--- src/rtl/dpram_arb_pkg.sv ---
// Shared defaults and priority encoding for the dual-port RAM front-end arbiter.
package dpram_arb_pkg;

  localparam int unsigned ADDR_W_DEF = 6;
  localparam int unsigned DATA_W_DEF = 8;
  localparam int unsigned CNT_W_DEF  = 16;

  localparam logic PRIO_A = 1'b0;
  localparam logic PRIO_B = 1'b1;

endpackage

--- src/rtl/dpram_rr_prio.sv ---
// Same-address conflict detection and round-robin grant between requesters A and B.
module dpram_rr_prio
  import dpram_arb_pkg::*;
#(
  parameter int unsigned ADDR_W = ADDR_W_DEF
) (
  input  logic              clk,
  input  logic              rst_n,
  input  logic              a_req,
  input  logic              a_we,
  input  logic [ADDR_W-1:0] a_addr,
  input  logic              b_req,
  input  logic              b_we,
  input  logic [ADDR_W-1:0] b_addr,
  output logic              a_gnt,
  output logic              b_gnt,
  output logic              coll
);

  logic prio_q, prio_d;

  always_comb begin
    coll   = a_req & b_req & (a_addr == b_addr) & (a_we | b_we);
    a_gnt  = a_req;
    b_gnt  = b_req;
    prio_d = prio_q;
    if (coll) begin
      a_gnt  = (prio_q == PRIO_A);
      b_gnt  = (prio_q == PRIO_B);
      // Hand priority to whoever just lost so it wins the retry.
      prio_d = (prio_q == PRIO_A) ? PRIO_B : PRIO_A;
    end
  end

  always_ff @(posedge clk or negedge rst_n) begin
    if (!rst_n) begin
      prio_q <= PRIO_A;
    end else begin
      prio_q <= prio_d;
    end
  end

endmodule

--- src/rtl/dpram_port_arbiter.sv ---
// Shares a dual-port RAM between requesters A and B; registers read data and counts collisions.
module dpram_port_arbiter
  import dpram_arb_pkg::*;
#(
  parameter int unsigned ADDR_W = ADDR_W_DEF,
  parameter int unsigned DATA_W = DATA_W_DEF,
  parameter int unsigned CNT_W  = CNT_W_DEF
) (
  input  logic              clk,
  input  logic              rst_n,
  input  logic              a_req,
  input  logic              a_we,
  input  logic [ADDR_W-1:0] a_addr,
  input  logic [DATA_W-1:0] a_wdata,
  output logic              a_gnt,
  output logic              a_rvalid,
  output logic [DATA_W-1:0] a_rdata,
  input  logic              b_req,
  input  logic              b_we,
  input  logic [ADDR_W-1:0] b_addr,
  input  logic [DATA_W-1:0] b_wdata,
  output logic              b_gnt,
  output logic              b_rvalid,
  output logic [DATA_W-1:0] b_rdata,
  output logic [DATA_W-1:0] ram_data_1,
  output logic [DATA_W-1:0] ram_data_2,
  output logic [ADDR_W-1:0] ram_addr_1,
  output logic [ADDR_W-1:0] ram_addr_2,
  output logic              ram_we_1,
  output logic              ram_we_2,
  input  logic [DATA_W-1:0] ram_q_1,
  input  logic [DATA_W-1:0] ram_q_2,
  output logic [CNT_W-1:0]  coll_cnt
);

  logic              coll;
  logic              a_rd, b_rd;
  logic              a_rvalid_q, a_rvalid_d, b_rvalid_q, b_rvalid_d;
  logic [DATA_W-1:0] a_rdata_q, a_rdata_d, b_rdata_q, b_rdata_d;
  logic [CNT_W-1:0]  coll_cnt_q, coll_cnt_d;

  dpram_rr_prio #(
    .ADDR_W (ADDR_W)
  ) u_prio (
    .clk    (clk),
    .rst_n  (rst_n),
    .a_req  (a_req),
    .a_we   (a_we),
    .a_addr (a_addr),
    .b_req  (b_req),
    .b_we   (b_we),
    .b_addr (b_addr),
    .a_gnt  (a_gnt),
    .b_gnt  (b_gnt),
    .coll   (coll)
  );

  // A losing requester may still drive its address; only we is gated.
  assign ram_addr_1 = a_addr;
  assign ram_data_1 = a_wdata;
  assign ram_we_1   = a_gnt & a_we;
  assign ram_addr_2 = b_addr;
  assign ram_data_2 = b_wdata;
  assign ram_we_2   = b_gnt & b_we;

  assign a_rd = a_gnt & ~a_we;
  assign b_rd = b_gnt & ~b_we;

  always_comb begin
    a_rvalid_d = a_rd;
    b_rvalid_d = b_rd;
    a_rdata_d  = a_rd ? ram_q_1 : a_rdata_q;
    b_rdata_d  = b_rd ? ram_q_2 : b_rdata_q;
    coll_cnt_d = coll_cnt_q;
    if (coll && (coll_cnt_q != {CNT_W{1'b1}})) begin
      coll_cnt_d = coll_cnt_q + {{(CNT_W-1){1'b0}}, 1'b1};
    end
  end

  always_ff @(posedge clk or negedge rst_n) begin
    if (!rst_n) begin
      a_rvalid_q <= 1'b0;
      b_rvalid_q <= 1'b0;
      a_rdata_q  <= '0;
      b_rdata_q  <= '0;
      coll_cnt_q <= '0;
    end else begin
      a_rvalid_q <= a_rvalid_d;
      b_rvalid_q <= b_rvalid_d;
      a_rdata_q  <= a_rdata_d;
      b_rdata_q  <= b_rdata_d;
      coll_cnt_q <= coll_cnt_d;
    end
  end

  assign a_rvalid = a_rvalid_q;
  assign b_rvalid = b_rvalid_q;
  assign a_rdata  = a_rdata_q;
  assign b_rdata  = b_rdata_q;
  assign coll_cnt = coll_cnt_q;

endmodule

--- config.mk ---
export PLATFORM = sky130hd
export DESIGN_NAME = dpram_port_arbiter
export DESIGN_NICKNAME = d
export VERILOG_FILES = /design/src/rtl/dpram_arb_pkg.sv /design/src/rtl/dpram_rr_prio.sv /design/src/rtl/dpram_port_arbiter.sv
export SDC_FILE = /design/constraint.sdc
export NUM_CORES = 1
export LEC_CHECK = 0
export CORE_MARGIN = 2
export CORE_UTILIZATION = 37
export DETAILED_ROUTE_END_ITERATION = 12
export GPL_TIMING_DRIVEN = 1
export HOLD_SLACK_MARGIN = 0.02
export PLACE_DENSITY = 0.91
export SYNTH_ARGS = -nofsm -noshare
export SYNTH_HDL_FRONTEND = slang
export SYNTH_HIERARCHICAL = 1
export SYNTH_SLANG_ARGS = --single-unit
--- constraint.sdc ---
create_clock -name clk -period 2.3 [get_ports clk]
set_clock_uncertainty 0.05 [all_clocks]
set_input_delay 0.46 -clock clk [delete_from_list [all_inputs] [get_ports clk]]
set_output_delay 0.46 -clock clk [all_outputs]
set_load 0.02 [all_outputs]
==> flow_metrics.tcl <==
set metrics [dict create \
    yosys-top-cells-area "dfrtp_1 (47%), buf_4 (12%), mux2_2 (9.6%)" \
    grt_max_degree 36 \
    grt-ovfl-total 0 \
    finalWorstSetupSlack_ps 132 \
    min_period_ps 2170 \
    rsz0062_at_grt "false" \
    grt_pass1_vias 1372 \
    clk_latency_ps 280 \
    die_w_um 75.3 \
    n_antenna_cell 0 \
    drc 0 \
    worstPathCellList "dlygate4sd2_1 -> xor2_1 -> nor4_4 -> a21boi_1 -> and2_1 -> buf_6" \
    postCtsSetupBuffers 0 \
    clk_path_buf_depth 2 \
    p_leak_nw 1.20 \
    relSlewSlack_pct 70.4 \
    drv_slew 0 \
    synth.distinct_cells 36 \
    synth_edf_count 0 \
    design.final.nets 274 \
    fin_total_pwr_mw 1.50 \
    drt_iter0_drc 41 \
    post-route-period-util_pct 94.2 \
    path_buf_inv 2 \
    ys_async_sr_fraction_pct 100 \
    final_antenna_net_count 0 \
    peakVddDrop_v 0.000487 \
    gp_congestion 0.744 \
    postCtsHoldBufs 0 \
    finalHoldViolCount 0 \
    grt_pass1_wl_um 6260 \
    synthFlopType "dfrtp_1" \
    placed_cells 283 \
    cts_tree "built" \
    whs_ps 449 \
    yosysWarnings 6 \
    slowest_stage "nor4_4" \
    end_kind "primary output" \
    drive_above_1_share_pct 28.6 \
    vias 1331 \
    max_freq_mhz 461 \
    wl_per_cell_um 13.8 \
    core_um2 4820 \
    yosys.area.top_type "dfrtp_1" \
    grt_use_total_pct 14.6 \
    p_per_area_nw_per_um2 548 \
    synth.most_common_cell "dfrtp_1" \
    cts_num_sinks 35 \
    ioPinCount 116 \
    area_growth_pct 45.3 \
    finalSetupViolCount 0 \
    synth_top_area_share_pct 46.6 \
    cap_violations 0 \
    numCtsBuffers 5 \
    start_kind "input port" \
    die_h_um 75.3 \
    dieArea_um2 5670 \
    port_buffers 83 \
    crit_type "input port to primary output" \
    hp-class "flip-flop to flip-flop" \
    start_util_pct 39.0 \
    fin_setup_tns_ps 0 \
    cp_top_family "simple AND/OR/NAND/NOR gates" \
    place_ws_ps -576 \
    routed_wl_um 4020 \
    crit_fanout 3 \
    rows 25 \
    dp_hpwl_um 3090 \
    synthCells 152 \
    synth_common_cells "dfrtp_1 (35), buf_4 (29), mux2_2 (16)" \
    worst_pin_slew_ps 444 \
    cp_data_arrival_time_ps 1660 \
    viasPerCell 4.57 \
    root_buffer "clkbuf_8" \
    synth_nets 203 \
    worst-endpoint-required_ps 1790 \
    fin_cells 291 \
    cp_slowest_stage_delay_ps 320 \
    syn_avg_cell_area_um2 12.4 \
    ys_ff_latch 35 \
    synth.cell_area_um2 1880 \
    antenna_found_initial 0 \
    clk_transition_reported_paths_ps 70 \
    status "complete, no violations" \
    drtPass1Iterations 4 \
    yosysSeqAreaShare_pct 46.6 \
    clock_tree.htree_level_count 2 \
]
==> cells by family after synthesis <==
family | Yosys count | synth area share [%]
fa+ha+maj | 1 | 0.666
mux | 19 | 11.3
simple gates | 34 | 15.1
buf+inv | 33 | 12.5
xor+xnor | 18 | 8.39
flops | 35 | 46.6
compound gates | 12 | 5.39
==> what timing repair did <==
item	in CTS	in global routing
resized for setup	53	5
cloned	0	0
setup endpoints to repair	9	9
pin swaps	11	2
==> layer usage <==
layer,vias to the layer above,GRT usage (%),wire [um]
met5,-,0,0
met4,0,4.48,48
met3,9,7.36,353
met2,53,23.6,1970
met1,630,17.2,1650
li1,639,-,-
==> placed cells by master, fill, tap and decap left out, drive strengths merged, types with 3 or more instances in the layout <==
master / Yosys / final
and2: 5 / 5
o211ai: 4 / 4
nor2: 4 / 4
clkdlybuf4s50: 0 / 63
dlygate4sd2: 0 / 4
and4: 4 / 4
xor2: 6 / 6
dlymetal6s2s: 0 / 4
clkbuf: 0 / 7
clkdlybuf4s15: 0 / 4
mux2: 18 / 18
buf: 31 / 20
xnor2: 12 / 12
dfrtp: 35 / 35
nand4: 3 / 3
nand2: 3 / 3
and3: 5 / 5
==> worst register-to-register path, stage by stage, from the launching register on <==
cell and delay, ps:
dfrtp_1 400, ha_1 320, nand3_4 180, o21ai_2 190, mux2_1 340
==> flip-flops by register name, indices dropped and copies added (netlist names) <==
register and flops:
a_rdata 8, coll_cnt 16, b_rdata 8, u_prio/prio_q 1, b_rvalid 1, a_rvalid 1
==> cell type report <==
type                       instances  area (um2)
clock buffer                       7        76.3
clock inverter                     1        5.00
fill                             426        2090
inverter                           2        7.51
multi-input combinational         84         785
sequential                        35         876
tap                               67        83.8
timing repair buffer              95         897
==> metrics by stage <==
step | util [%] | cell area (um2)
6_report | 56.7 | 2730
3_3_place_gp | 55.1 | 2660
2_1_floorplan | - | 1880
3_5_place_dp | 55.1 | 2660
5_1_grt | 56.7 | 2730
4_1_cts | 56.4 | 2720
==> power by group <==
| part | leakage [nW] | internal [mW] | total (mW) | switching [mW] |
|---|---|---|---|---|
| sequential | 0.441 | 0.667 | 0.695 | 0.0276 |
| combinational | 0.722 | 0.206 | 0.374 | 0.168 |
| clock | 0.0422 | 0.212 | 0.427 | 0.214 |
==> worst paths after layout <==
kind	startpoint	endpoint	slack, ps	cells past startpoint
worst min-delay path	coll_cnt[3]	coll_cnt[3]	450	1
worst max-delay path	a_addr[0]	ram_we_1	130	6
min in group asynchronous	rst_n	coll_cnt[2]	530	2
worst min register to register	coll_cnt[3]	coll_cnt[3]	450	1
worst max register to register	coll_cnt[0]	coll_cnt[1]	720	4
max in group asynchronous	rst_n	a_rvalid	1350	2
No activity file was read; power rests on OpenSTA's default activity.
